<file path="src/rtl/id_hazard_scoreboard.sv">
// id_hazard_scoreboard
// ID-stage interlock controller. Each architectural register r (1..31) owns a
// small down-counter that is loaded when an instruction writing r issues and
// counts down to zero as the result becomes readable. The instruction in ID is
// held (id_stall) while any register it reads or writes is still pending.
//
// Optional feature macro: ID_FORWARDING_EN
//   defined   - EX/MEM forwarding present: ALU writers never mark a register
//               busy, loads mark rd busy for one cycle (single load-use bubble).
//   undefined - full interlock: ALU results busy ALU_LAT cycles, loads LOAD_LAT.
module id_hazard_scoreboard #(
  parameter logic [4:0] OP_NOP   = 5'b00000,
  parameter logic [4:0] OP_LOAD  = 5'b00010,
  parameter logic [4:0] OP_STORE = 5'b00011,
  parameter int         ALU_LAT  = 2,
  parameter int         LOAD_LAT = 3,
  parameter int         CNT_W    = 2
) (
  input  logic        clk,
  input  logic        rst_n,
  input  logic [31:0] IF_ID_Instruction,
  input  logic        id_valid,
  input  logic        ex_hold,
  input  logic        id_flush,
  output logic        id_stall,
  output logic        id_issue,
  output logic [31:0] busy_mask,
  output logic [15:0] stall_count
);

  // Value loaded into a destination's busy counter when its writer issues.
`ifdef ID_FORWARDING_EN
  localparam logic [CNT_W-1:0] ALU_SET  = '0;
  localparam logic [CNT_W-1:0] LOAD_SET = CNT_W'(1);
`else
  localparam logic [CNT_W-1:0] ALU_SET  = CNT_W'(ALU_LAT);
  localparam logic [CNT_W-1:0] LOAD_SET = CNT_W'(LOAD_LAT);
`endif

  // Saturating increment for the hazard-cycle counter.
  function automatic logic [15:0] sat_inc(input logic [15:0] val);
    return (val == 16'hFFFF) ? val : val + 16'd1;
  endfunction

  logic [4:0]       opcode;
  logic [4:0]       rb;
  logic [4:0]       rd;
  logic [4:0]       src_a;
  logic [4:0]       src_b;
  logic [4:0]       dst;
  logic [CNT_W-1:0] lat_val;
  logic             hazard;
  logic [CNT_W-1:0] busy_cnt [1:31];
  logic             unused_fields;

  assign opcode = IF_ID_Instruction[31:27];
  assign rb     = IF_ID_Instruction[26:22];
  assign rd     = IF_ID_Instruction[21:17];

  // Immediate and spare bit are irrelevant to hazard detection.
  assign unused_fields = ^IF_ID_Instruction[16:0];

  // Decode which registers the ID instruction reads and writes (0 = none).
  always_comb begin
    src_a   = (opcode == OP_NOP) ? 5'd0 : rb;
    src_b   = (opcode == OP_STORE) ? rd : 5'd0;
    dst     = ((opcode == OP_NOP) || (opcode == OP_STORE)) ? 5'd0 : rd;
    lat_val = (opcode == OP_LOAD) ? LOAD_SET : ALU_SET;
  end

  // Pending-write view of the counters; register 0 is never busy.
  always_comb begin
    busy_mask    = '0;
    for (int r = 1; r < 32; r++) begin
      busy_mask[r] = (busy_cnt[r] != '0);
    end
  end

  // Interlock decisions, all combinational from registered state. Gated by
  // rst_n so both handshakes are quiet while reset is asserted.
  always_comb begin
    hazard   = id_valid & ~id_flush &
               (busy_mask[src_a] | busy_mask[src_b] | busy_mask[dst]);
    id_stall = rst_n & (hazard | (id_valid & ex_hold & ~id_flush));
    id_issue = rst_n & id_valid & ~id_flush & ~hazard & ~ex_hold;
  end

  // Busy counters: a newly issued writer reloads its destination (wins over
  // the decrement); everything else drains toward zero even under ex_hold.
  always_ff @(posedge clk or negedge rst_n) begin
    if (!rst_n) begin
      for (int r = 1; r < 32; r++) begin
        busy_cnt[r] <= '0;
      end
    end else begin
      for (int r = 1; r < 32; r++) begin
        if (id_issue && (dst == 5'(r))) begin
          busy_cnt[r] <= lat_val;
        end else if (busy_cnt[r] != '0) begin
          busy_cnt[r] <= busy_cnt[r] - CNT_W'(1);
        end
      end
    end
  end

  // Count hazard cycles (not pure back-pressure cycles), saturating.
  always_ff @(posedge clk or negedge rst_n) begin
    if (!rst_n) begin
      stall_count <= '0;
    end else if (hazard) begin
      stall_count <= sat_inc(stall_count);
    end
  end

endmodule

</file>
<file path="config.mk">
export PLATFORM = sky130hd
export DESIGN_NAME = id_hazard_scoreboard
export DESIGN_NICKNAME = d
export VERILOG_FILES = /design/src/rtl/id_hazard_scoreboard.sv
export SDC_FILE = /design/constraint.sdc
export NUM_CORES = 1
export LEC_CHECK = 0
export CAP_MARGIN = 30
export CORE_ASPECT_RATIO = 1.25
export CORE_MARGIN = 3
export CORE_UTILIZATION = 50
export CTS_CLUSTER_SIZE = 10
export DETAILED_ROUTE_END_ITERATION = 16
export GPL_ROUTABILITY_DRIVEN = 0
export GPL_TIMING_DRIVEN = 0
export PLACE_DENSITY = 0.75
export SYNTH_ARGS = -nofsm -noshare
export SYNTH_HDL_FRONTEND = slang
export SYNTH_SLANG_ARGS = --single-unit
</file>
<file path="constraint.sdc">
create_clock -name clk -period 7.85 [get_ports clk]
set_input_delay 0.785 -clock clk [delete_from_list [all_inputs] [get_ports clk]]
set_output_delay 0.785 -clock clk [all_outputs]
set_load 0.03 [all_outputs]
</file>
==> results of run 1 <==
==> metal layers <==
metal / routed length, um / global-route usage, % / vias up
li1: - / - / 2112
met1: 5599 / 28.63 / 2202
met2: 6808 / 40.55 / 166
met3: 752 / 3.582 / 40
met4: 493 / 11.44 / 0
met5: 0 / 0 / -
==> cell families after synthesis <==
group,count (synthesis),share of synthesized area [%]
buf+inv,120,8.906
xor+xnor,47,7.610
fa+ha+maj,32,7.402
simple gates,163,17.26
flops,78,36.09
compound gates,76,11.50
other cells,1,0.06933
mux,51,11.17
==> flip-flops by register name, summed over array words and instances (netlist names) <==
register / count
busy_cnt: 62
stall_count: 16
==> area by class of cell <==
type / instances / share of cell area [%]
clock inverters: 6 / 1.314
flip-flops and latches: 78 / 29.71
inverters: 99 / 5.656
repair buffers: 68 / 10.47
plain buffers: 21 / 1.676
multi-input cells: 370 / 45.29
well taps: 129 / 2.457
clock buffers: 9 / 3.428
==> how the worst min path moves through the flow <==
stage,startpoint,endpoint,cells after the start
3_5_place_dp,busy_cnt[9]$_DFFE_PN0P_,busy_cnt[9]$_DFFE_PN0P_,1
5_1_grt,rst_n,busy_cnt[54]$_DFFE_PN0P_,1
6_report,rst_n,busy_cnt[54]$_DFFE_PN0P_,1
2_1_floorplan,busy_cnt[11]$_DFFE_PN0P_,busy_cnt[11]$_DFFE_PN0P_,1
3_3_place_gp,busy_cnt[5]$_DFFE_PN0P_,busy_cnt[5]$_DFFE_PN0P_,1
4_1_cts,rst_n,busy_cnt[54]$_DFFE_PN0P_,1
==> power groups by stage <==
stage	registers, mW	logic (mW)	clock network (mW)
5_1_grt	0.746	1.68	0.463
3_3_place_gp	0.715	1.43	0
2_1_floorplan	0.733	1.04	0
4_1_cts	0.724	1.52	0.446
3_5_place_dp	0.730	1.51	0
6_report	0.724	1.51	0.441
==> synthesized netlist by cell type, types with 3 or more instances <==
library cell	count	area, um^2
a211o_1	26	227.7
a211oi_1	3	22.52
a21oi_1	3	15.01
a22oi_1	3	22.52
a31oi_1	3	18.77
and3_1	6	37.54
buf_2	7	35.03
clkbuf_1	8	30.03
dfrtp_1	78	1952
ha_1	32	400.4
inv_1	98	367.9
mux2_2	3	33.78
mux2i_1	39	390.4
mux4_2	7	157.7
nand2_1	32	120.1
nand2b_1	4	25.02
nand3_1	14	70.07
nand3b_1	3	22.52
nor2_1	42	157.7
nor2b_1	5	31.28
nor3_1	12	60.06
nor3_2	15	150.1
nor4_2	8	100.1
o2111ai_1	4	35.03
o211ai_1	9	67.56
o21ai_0	4	20.02
or2_1	3	18.77
or3_1	6	37.54
xnor2_1	5	43.79
xor2_1	42	367.9
==> metrics by stage <==
step                instance area, um^2  std cells  worst slack, ps
finish                             6570        780             3089
global route                       6570        780             2955
CTS                                6570        780             3098
detailed placement                 6259        765             3182
global placement                   6241        764             1677
floorplan                          5409        568             4326
==> impl_summary.txt, run 1 <==
----------------------------------------------------
[Pwr]
  Worst ir drop on vdd ... between 0.15 and 0.2 mV
  Switching part of the total ... ~42%
  Portion of total power attributed to combinational logic ... 56.4%
  Total Power ... between 2 and 3 mW
  Switching component of the power ... between 1 and 1.5 mW
  Static Leakage ... 3.067 nW
  Clock group share of total power ... ~17%
  Part of the total power dissipated in sequential elements ... a little over a quarter
  Internal power summed over all cells ... 1.548 mW
  PD cells ... a little over 400 nW/um^2

[Global routing]
  Pin count of the biggest net entering global routing ... 45
  Antenna violations before repair ... 0
  Grt ovf ... 0
  Number of global-route vias before repair ... 4651
  Wire length of the first global-routing pass ... 22.59 mm
  Overall Global Routing Usage ... a little under a quarter

[Clocking]
  Sink Count ... 78
  Clock Tree Buf Depth ... 2
  TritonCTS clock tree ... built
  Clk slew on worst S/H paths ... 60 ps
  Cell at the root of the clock tree ... clkbuf_16
  H-tree depth reported by CTS ... 3
  Worst-Skew Late Latency ... between 300 and 400 ps
  Number of gates resized after cts ... 0
  Post-CTS Setup Repair Bufs ... 0
  CTS buffer count ... 9
  Hold Buf Count CTS ... 0

[Setup path]
  Kind of cell with the highest combined delay on the critical path ... simple AND/OR/NAND/NOR gates
  Timing startpoint of the critical path ... IF_ID_Instruction[31]
  Crit end category ... output port
  Number of buffer and inverter instances along the worst setup path ... 2
  Number of cells traversed by the worst register-to-register path ... 11
  Most used cell, CP ... clkdlybuf4s50_1
  Crit path depth ... 9
  Type of the setup path with the least slack ... in2out
  Max incr delay on CP ... between 600 and 700 ps
  Data arrival time of the critical path ... roughly 4000 ps
  Type of origin of the critical path ... primary input
  Cell chain of the critical path ... clkdlybuf4s50_1 -> nor3_4 -> nand3_2 -> or4_1 -> o221ai_1 -> a211oi_1 -> or3_1 -> nor2_1 -> clkdlybuf4s50_1
  Cell with the biggest individual delay on the critical path ... clkdlybuf4s50_1
  Capture point of the worst reg-to-reg path ... busy_cnt[44]$_DFFE_PN0P_
  Critical path peak fanout ... 6
  Worst setup endpoint ... id_issue
  Crit path required time ... ~7100 ps
  Setup slack of the worst register-to-register path ... 4700 ps
  Reg-to-reg critical path startpoint ... busy_cnt[40]$_DFFE_PN0P_

[Cells and area]
  Area grow syn2layout ... 21.47%
  Filler Cells Inserted ... around 850
  Layout cells sized above 1 ... about 11%
  Total number of nets in the final design ... roughly 720
  Top library cells by usage in the layout, fill and taps aside ... inv_1 (98), dfrtp_1 (78), clkdlybuf4s50_1 (66)
  Area of the multi-input gates ... 2975 um^2
  Sequential cell area in the final layout ... just under 2000 um^2
  Fin util ... around 64%
  Number of antenna repair diodes ... 0
  Most frequent standard cell in the layout excluding fill and tap cells ... inv_1

[STA]
  Aggregate negative setup slack ... 0 ps
  Time the final worst path needs with I/O delays and setup ... ~4800 ps
  Hold WS ... 405.1 ps
  Worst clock skew ... between 5 and 6 ps
  Max-Slew Margin vs Limit ... roughly 54%
  Pins Over Slew Limit ... 0
  Worst Max-Slew Pin Slew ... a little under 700 ps
  Final setup violation count ... 0
  Highest clock rate ... 210.1 MHz
  Final hold violation count ... 0
  Fin crit share ... 60.65%
  Setup repair after global routing missed its margin ... false

[Yosys]
  Number of warnings issued by yosys ... 0
  Share of flip-flops with an asynchronous set or reset after synthesis ... 100.0%
  Number of unique standard cell types used by synthesis ... 63
  Register area share after synthesis ... a little over a third
  Avg Synthesized Cell Area ... ~9.5 um^2
  Netlist Area Pre-Place ... between 5000 and 6000 um^2
  Number of instances in the synthesized netlist ... about 570
  Post-synth EDFFs ... 0
  Most used flip-flop cell after synthesis ... dfrtp_1
  Flip-flop and latch count after synthesis ... approximately 80
  Syn Nets ... ~640

[Place]
  Quantity of I/O buffers inserted on ports ... 67
  HPWL Detailed ... approximately 10 mm

[Outcome]
  Run status ... completed

[Floorplan]
  Cell row count ... 41
  Full die area ... 12110 um^2
  Core area ... approximately 10000 um^2
  I/O pin total ... 87
  Die height ... approximately 120 um
  Starting Density ... 52.46%
  DIE WIDTH ... 99.03 um

[Detailed routing]
  Number of remaining DRC errors ... 0
  Vias ... 4520
  Total iterations of the first detailed-routing run ... 5
  Initial drt markers ... 295
  DR WL/cell ... ~18 um
  Vias/cell ... 5.795
  Aggregate routed wire length ... 13.65 mm
  Final antenna-violating net count ... 0

[Run]
  Max-cap viol count ... 0

[Min path]
  Tightest Hold Check Type ... in2async

----------------------------------------------------
(Power assumes the default switching activity.)
==> inputs of run 2 (changes only) <==
==> constraint.sdc (replaced) <==
create_clock -name clk -period 4.86 [get_ports clk]
set_input_delay 0.486 -clock clk [delete_from_list [all_inputs] [get_ports clk]]
set_output_delay 0.486 -clock clk [all_outputs]
set_load 0.03 [all_outputs]
==> results of run 2 <==
Same layout as run 1 (identical final DEF). Status: completed.
Main changes from that run: setup slack after placement 3182 ps -> 790.1 ps; setup slack after layout 3089 ps -> 697.2 ps; hold slack 405.1 ps -> 106.1 ps; register-to-register setup slack 4700 ps -> 1710 ps; total power 2.674 mW -> 4.320 mW; worst IR drop on VDD 0.1627 mV -> 0.2628 mV
